===== src/rtl/ovl_one_hot_pkg.sv =====
// Shared types and helpers for the one-hot round-robin arbiter.
package ovl_one_hot_pkg;

  typedef enum logic {
    IDLE  = 1'b0,
    OWNED = 1'b1
  } state_t;

  localparam int MAX_WIDTH = 32;

  // Encoded index width, never narrower than one bit so width=1 still has a port.
  function automatic int idx_width(input int w);
    return (w <= 2) ? 1 : $clog2(w);
  endfunction

  function automatic int onehot_to_idx(input logic [MAX_WIDTH-1:0] oh);
    int idx;
    idx = 0;
    for (int i = 0; i < MAX_WIDTH; i++) begin
      if (oh[i]) idx = idx | i;
    end
    return idx;
  endfunction

endpackage


===== src/rtl/ovl_rr_pick.sv =====
// Combinational round-robin pick: first unmasked request at or after ptr, wrapping.
module ovl_rr_pick
  import ovl_one_hot_pkg::*;
#(
  parameter int width = 4,
  parameter int iw    = idx_width(width)
) (
  input  logic [width-1:0] req,
  input  logic [iw-1:0]    ptr,
  input  logic [width-1:0] mask,
  output logic [width-1:0] winner,
  output logic             any
);

  logic [width-1:0] cand;
  logic [width-1:0] rot;
  logic [width-1:0] first;

  // Rotate so ptr lands at bit 0, isolate the lowest set bit, rotate back.
  always_comb begin
    cand   = req & ~mask;
    rot    = width'({cand, cand} >> ptr);
    first  = rot & (~rot + width'(1));
    winner = width'(({first, first} << ptr) >> width);
    any    = |cand;
  end

endmodule


===== src/rtl/ovl_one_hot_rr_arbiter.sv =====
// Round-robin arbiter with a registered zero-or-one-hot grant held until release.
//   state | meaning
//   IDLE  | no grant outstanding
//   OWNED | one requester holds the grant
module ovl_one_hot_rr_arbiter
  import ovl_one_hot_pkg::*;
#(
  parameter int width = 4
) (
  input  logic                        clk,
  input  logic                        reset,
  input  logic                        enable,
  input  logic [width-1:0]            req,
  input  logic                        done,
  input  logic                        clear_seen,
  output logic [width-1:0]            grant,
  output logic                        grant_valid,
  output logic [idx_width(width)-1:0] grant_idx,
  output logic [width-1:0]            grants_seen
);

  localparam int IW = idx_width(width);

  generate
    if (width < 1 || width > MAX_WIDTH) begin : g_bad_width
      $error("ovl_one_hot_rr_arbiter: width must be 1..32");
    end
  endgenerate

  state_t           state, state_next;
  logic [IW-1:0]    ptr, ptr_next, pick_ptr, owner_inc;
  logic [width-1:0] grant_next, pick_mask, winner;
  logic [IW-1:0]    idx_next;
  logic             any, release_now;

  assign owner_inc   = (grant_idx == IW'(width - 1)) ? '0 : grant_idx + IW'(1);
  assign release_now = (state == OWNED) && (done || ~|(req & grant));

  // While owned, the picker already looks past the owner so a release can hand off with no bubble.
  assign pick_ptr  = (state == OWNED) ? owner_inc : ptr;
  assign pick_mask = (state == OWNED) ? grant : '0;

  ovl_rr_pick #(.width(width), .iw(IW)) u_pick (
    .req    (req),
    .ptr    (pick_ptr),
    .mask   (pick_mask),
    .winner (winner),
    .any    (any)
  );

  always_comb begin
    state_next = state;
    ptr_next   = ptr;
    grant_next = grant;
    case (state)
      IDLE: begin
        if (enable && any) begin
          grant_next = winner;
          state_next = OWNED;
        end else begin
          grant_next = '0;
        end
      end
      OWNED: begin
        if (release_now) begin
          ptr_next = owner_inc;
          if (enable && any) begin
            grant_next = winner;
          end else begin
            grant_next = '0;
            state_next = IDLE;
          end
        end
      end
      default: begin
        grant_next = '0;
        state_next = IDLE;
      end
    endcase
    idx_next = IW'(onehot_to_idx(MAX_WIDTH'(grant_next)));
  end

  always_ff @(posedge clk) begin
    if (reset) begin
      state       <= IDLE;
      ptr         <= '0;
      grant       <= '0;
      grant_valid <= 1'b0;
      grant_idx   <= '0;
      grants_seen <= '0;
    end else begin
      state       <= state_next;
      ptr         <= ptr_next;
      grant       <= grant_next;
      grant_valid <= |grant_next;
      grant_idx   <= idx_next;
      grants_seen <= clear_seen ? '0 : (grants_seen | grant_next);
    end
  end

endmodule


===== config.mk =====
export PLATFORM = sky130hd
export DESIGN_NAME = ovl_one_hot_rr_arbiter
export DESIGN_NICKNAME = d
export VERILOG_FILES = /design/src/rtl/ovl_one_hot_pkg.sv /design/src/rtl/ovl_rr_pick.sv /design/src/rtl/ovl_one_hot_rr_arbiter.sv
export SDC_FILE = /design/constraint.sdc
export NUM_CORES = 1
export LEC_CHECK = 0
export CAP_MARGIN = 5
export CORE_ASPECT_RATIO = 1.4
export CORE_UTILIZATION = 40
export DETAILED_ROUTE_END_ITERATION = 10
export PLACE_DENSITY = 0.67
export SLEW_MARGIN = 20
export SYNTH_ARGS = -nofsm -noshare
export SYNTH_HDL_FRONTEND = slang
export SYNTH_HIERARCHICAL = 1
export SYNTH_SLANG_ARGS = --single-unit

===== constraint.sdc =====
create_clock -name clk -period 2.1 [get_ports clk]
set_input_delay 0.42 -clock clk [delete_from_list [all_inputs] [get_ports clk]]
set_output_delay 0.42 -clock clk [all_outputs]
set_load 0.05 [all_outputs]

* Yosys cells after proc, flatten, opt, wreduce, memory -nomap -nowiden *
Cells that the tools add are included.

word-level totals
  register bits = 14
  bits of input ports = 9
  output and inout bits = 11
  logic and storage cells = 39

operators by class
  add/subtract/negate cells = 2
  equality and inequality tests = 1
  shift operators = 2
  mux-type cells = 12
  bitwise operators = 7
  reduce and logical (&&, ||, !) cells = 9

operators by type and width
  kind                   count
  $and A4 B4 Y4          3
  $mux W4                3
  $reduce_or A4 Y1       3
  $mux W2                4
  $not A4 Y4             2
  $pmux W4 S2            1
  $shl A8 B2 Y8          1
  $shr A8 B2 Y4          1
  $add A4 B1 Y4 const B  1
  $or A4 B4 Y4           1
  $mux W1                3
  $add A2 B1 Y2 const B  1
  $eq A2 B2 Y1 const B   1
  $logic_and A1 B1 Y1    2
  $pmux W1 S2            1
  $reduce_and A2 Y1      1
  $reduce_or A2 Y1       1
  $logic_not A1 Y1       1
  $logic_or A1 B1 Y1     1
  $not A1 Y1             1

* Longest topological paths before layout *
  depth after elaboration = 14
  gate-level depth with buffers = 9
  gate-level depth less buffers = 8

* By module *
The synthesis kept the hierarchy.

modules (own cells, without submodules)
  module                  instances  cells each  area an instance (um2)
  ovl_one_hot_rr_arbiter  1          69          623.1
  ovl_rr_pick             1          23          190.2

* Worst setup path after synthesis *
No wires, ideal clock.

  path type = reg2reg
  from = register grant_idx[0]
  to = register grants_seen[1]
  library setup time = 0.076 ns
  arrival = 2.035 ns
  required time = 2.024 ns
  setup slack = -0.011 ns
  cell stages (with the launch flop) = 9
  path buffers = 0
  period minus slack after synthesis = 2.111 ns
  path through = dfxtp_1 ha_1 mux2_2 inv_2 o21ai_1 a221oi_2 and3_1 a22oi_1 a21boi_0

between the ends
  longest elaborated chain between the ends = 12

ends and longest elaborated chain
  item                                                  line                                                        text
  start: declaration                                    ovl_one_hot_rr_arbiter.sv:18                                output logic [idx_width(width)-1:0] grant_idx,
  start signal: assignment                              ovl_one_hot_rr_arbiter.sv:96                                grant_idx <= idx_next;
  $add A2 B1 Y2 / $eq A2 B2 Y1 (equally long branches)  ovl_one_hot_rr_arbiter.sv:36                                assign owner_inc = (grant_idx == IW'(width - 1)) ? '0 : grant_idx + IW'(1);
  $mux W2 *                                             ovl_one_hot_rr_arbiter.sv:36
  named net owner_inc[1]                                ovl_one_hot_rr_arbiter.sv:31                                logic [IW-1:0] ptr, ptr_next, pick_ptr, owner_inc;
  $mux W2 *                                             ovl_one_hot_rr_arbiter.sv:40                                assign pick_ptr = (state == OWNED) ? owner_inc : ptr;
  named net pick_ptr[1]                                 ovl_one_hot_rr_arbiter.sv:31
  $shr A8 B2 Y4                                         ovl_rr_pick.sv:22                                           rot = width'({cand, cand} >> ptr);
  $not A4 Y4                                            ovl_rr_pick.sv:23                                           first = rot & (~rot + width'(1));
  $add A4 B1 Y4                                         ovl_rr_pick.sv:23
  $and A4 B4 Y4                                         ovl_rr_pick.sv:23
  $shl A8 B2 Y8 *                                       ovl_rr_pick.sv:24                                           winner = width'(({first, first} << ptr) >> width);
  named net winner[1]                                   ovl_one_hot_rr_arbiter.sv:32                                logic [width-1:0] grant_next, pick_mask, winner;
  $mux W4 *                                             ovl_one_hot_rr_arbiter.sv:57, ovl_one_hot_rr_arbiter.sv:67
  $mux W4                                               ovl_one_hot_rr_arbiter.sv:65                                if (release_now) begin
  $pmux W4 S2 *                                         ovl_one_hot_rr_arbiter.sv:55                                case (state)
  $or A4 B4 Y4 *                                        ovl_one_hot_rr_arbiter.sv:97                                grants_seen <= clear_seen ? '0 : (grants_seen | grant_next);
  end signal: assignment                                ovl_one_hot_rr_arbiter.sv:97
  end: declaration                                      ovl_one_hot_rr_arbiter.sv:19                                output logic [width-1:0] grants_seen

Mark *: on every way through the listed nets, which the timed path passes. The rest lies on a longest branch.
A chain may end at the register's enable or synchronous reset.

* Worst setup path in the final report *
  from = register grant[3]
  to = output grant[3]

RTL lines
  item                      line                          text
  start: declaration        ovl_one_hot_rr_arbiter.sv:16  output logic [width-1:0] grant,
  start signal: assignment  ovl_one_hot_rr_arbiter.sv:94  grant <= grant_next;

No word-level cell between the ends.

==> flow_summary.toml <==
[global_route]
antenna_found_initial = 0
grt_pass1_wl_microns = 2904
grt_max_degree = 11
grt_pass1_vias = 687
grt_usage = 0.1833
overflow = 0

[floorplanning]
fp-row-count = 18
die_h_microns = 55.35
dieArea_sq_um = 2220
initial_core_util = 0.4404
die_x_microns = 40.11
coreArea_sq_um = 1847
ios = 20

[final_layout]
drive_above_1_share = 0.1892
nNetsFinal = 122
antenna_cells = 0
ff_latch_area_sq_um = 281.5
final_common_cell = "clkdlybuf4s50_1"
multi_input_area_sq_um = 475.5
area_delta_synth_final_pct = 28.61
mostFrequentLayoutCells = "clkdlybuf4s50_1, dfxtp_1, nor2_1"
fillerInstances = 191

[synthesis]
synth_edf_count = 0
synthTopCellsByArea = "dfxtp_1, a22oi_1, a21oi_1"
synth_compound_area_frac = 0.3308
syn_nets = 102
synth_top_family_by_area = "compound AO/OA/AOI/OAI gates"
synthArstFlopShare = 0
synthXorXnorAreaFrac = 0
synth.largest_area_cell = "dfxtp_1"
synth_mux_area_frac = 0.01385
synth_top_flop_cell = "dfxtp_1"
synthAdderAreaFrac = 0.01538
yosysUniqueCellTypes = 36
synth_area_sq_um = 813.3
synth_warnings = 6
syn_avg_cell_area_sq_um = 8.840
synth_simple_gate_area_frac = 0.2108
synth.yosys.seq_area_share = 0.3446
ys_ff_latch = 14
postSynthCellCount = 92
synth_top_area_frac = 0.3446

[pwr]
power_leakage_nw = 0.3877
power_density_nw_per_um2 = 612.2
ir_drop_mv = 0.3643

[setup_path]
crit_type = "register to output pin"
endpoint_kind = "output pin"
reg2reg_slack_ns = 0.15
required_ns = 1.68
slowest_stage = "clkdlybuf4s50_1"
reg2reg_depth = 8
path_buf_inv = 1
r2r-end = "grant_idx[0]$_SDFF_PP0_"
r2r_start = "grant_idx[0]$_SDFF_PP0_"
path_cells = "clkdlybuf4s50_1"
cpPeakStageDelay_ns = 0.84
worstPathMaxFanout = 5
cpLargestDelayFamily = "buffers and inverters"
worst_ep_arrival_time_ns = 1.54
path_depth = 1
setup.worst_path.start_class = "register"

[sta]
rsz0062_at_grt = "no"
period_needed_ns = 1.956
fmax_mhz = 511.2
slew_violations = 0
max-slew-margin-rel = 0.6675
setup_viol = 0
tns_ns = 0
setup_ws_ns = 0.1437
skew_ns = 0.006533
tightest_slew_ns = 0.4972
period_share = 0.9316
finalHoldViolations = 0

[status]
status = "finished, final reports clean"

[clock_tree]
cts_max_level = 1
cts.sinks = 14
cts_tree = "done"
cts_buffers = 3
clock_path_buffers = 2
clk-insertion-delay-late_ns = 0.28
path_clk_slew_ns = 0.08
root_buffer = "clkbuf_4"
hold_buffers = 0

[run]
cap_violations = 0

[routing]
totalWireLength_microns = 1789
drc = 0
drtIter0Drc = 6
ant_nets = 0
vias = 745
via_per_inst = 5.687
drt-pass1-iter-count = 4
wire_per_inst_microns = 13.66

[min_path]
hold_end = "grants_seen[1]$_SDFF_PP0_"
hp-class = "register to register"
worstHoldStart = "grants_seen[1]$_SDFF_PP0_"
hold_depth = 2

[placed_design]
port_buffers = 19
place_hpwl_microns = 1412
pre_cts_ws_ns = 0.04849
gp_congestion = 0.7427
-- layout make-up --
| cell class | instances | area share |
|---|---|---|
| Clock buffer | 4 | 0.03469 |
| Tap cell | 20 | 0.02392 |
| Inverter | 8 | 0.02871 |
| Sequential cell | 14 | 0.2691 |
| Multi-Input combinational cell | 65 | 0.4545 |
| Timing Repair Buffer | 20 | 0.1890 |
-- power by group --
group / total (mW) / switching, mW / internal (mW)
sequential: 0.288 / 0.0103 / 0.278
clock: 0.188 / 0.0823 / 0.105
combinational: 0.165 / 0.0949 / 0.0697
-- worst max path at each step --
stage	startpoint	endpoint	slack [ns]
floorplan	grant_idx[1]$_SDFF_PP0_	grants_seen[1]$_SDFF_PP0_	0.02
global placement	req[0]	grants_seen[0]$_SDFF_PP0_	0.09
detailed placement	req[0]	grants_seen[1]$_SDFF_PP0_	0.05
CTS	grant_idx[0]$_SDFF_PP0_	grants_seen[0]$_SDFF_PP0_	0.09
global route	state$_SDFF_PP0_	grants_seen[2]$_SDFF_PP0_	0.02
finish	grant[3]$_SDFF_PP0_	grant[3]	0.14
-- flip-flops by register name, summed over array words and instances, names as in the netlist --
name	cells
grant_valid	1
state	1
ptr	2
grant	4
grant_idx	2
grants_seen	4
-- logic make-up (layout without fill, tap and decap cells) --
| kind of cell | Yosys count | in the layout |
|---|---|---|
| flops | 14 | 14 |
| mux | 1 | 1 |
| compound gates | 35 | 35 |
| buf+inv | 13 | 32 |
| simple gates | 28 | 28 |
| fa+ha+maj | 1 | 1 |
-- cell usage after synthesis (2+ instances only) --
master	instances
a21boi_0	4
a21oi_1	8
a22oi_1	6
a22oi_2	2
and2_1	3
and3_1	4
buf_6	2
dfxtp_1	14
inv_1	7
nand2b_1	3
nand2b_4	2
nor2_1	9
o21ai_0	4
o21ai_1	2
-- routing by layer --
layer  up-vias  global-route usage  wire length, microns
li1        370                   -                     -
met1       353              0.2292                   770
met2        18              0.2880                   916
met3         4             0.01606                    69
met4         0              0.1034                    33
met5         -                   0                     0
-- per-stage QoR --
step | cells | total power [mW] | cell area [sq um] | util | hold slack, ns
3_3_place_gp | 127 | 0.4524 | 998.5 | 0.5407 | 0.4468
2_1_floorplan | 92 | 0.4049 | 814.5 | - | 0.4500
3_5_place_dp | 127 | 0.4547 | 998.5 | 0.5407 | 0.4584
6_report | 131 | 0.6404 | 1046 | 0.5664 | 0.4536
4_1_cts | 131 | 0.6437 | 1035 | 0.5603 | 0.4731
5_1_grt | 131 | 0.6710 | 1046 | 0.5664 | 0.4826
-- timing repair --
item / CTS / global route
resized for setup: 0 / 3
buffers inserted: 0 / 0
endpoints found under the setup margin: 0 / 2
Note: power is estimated with default switching activity, not from simulation.
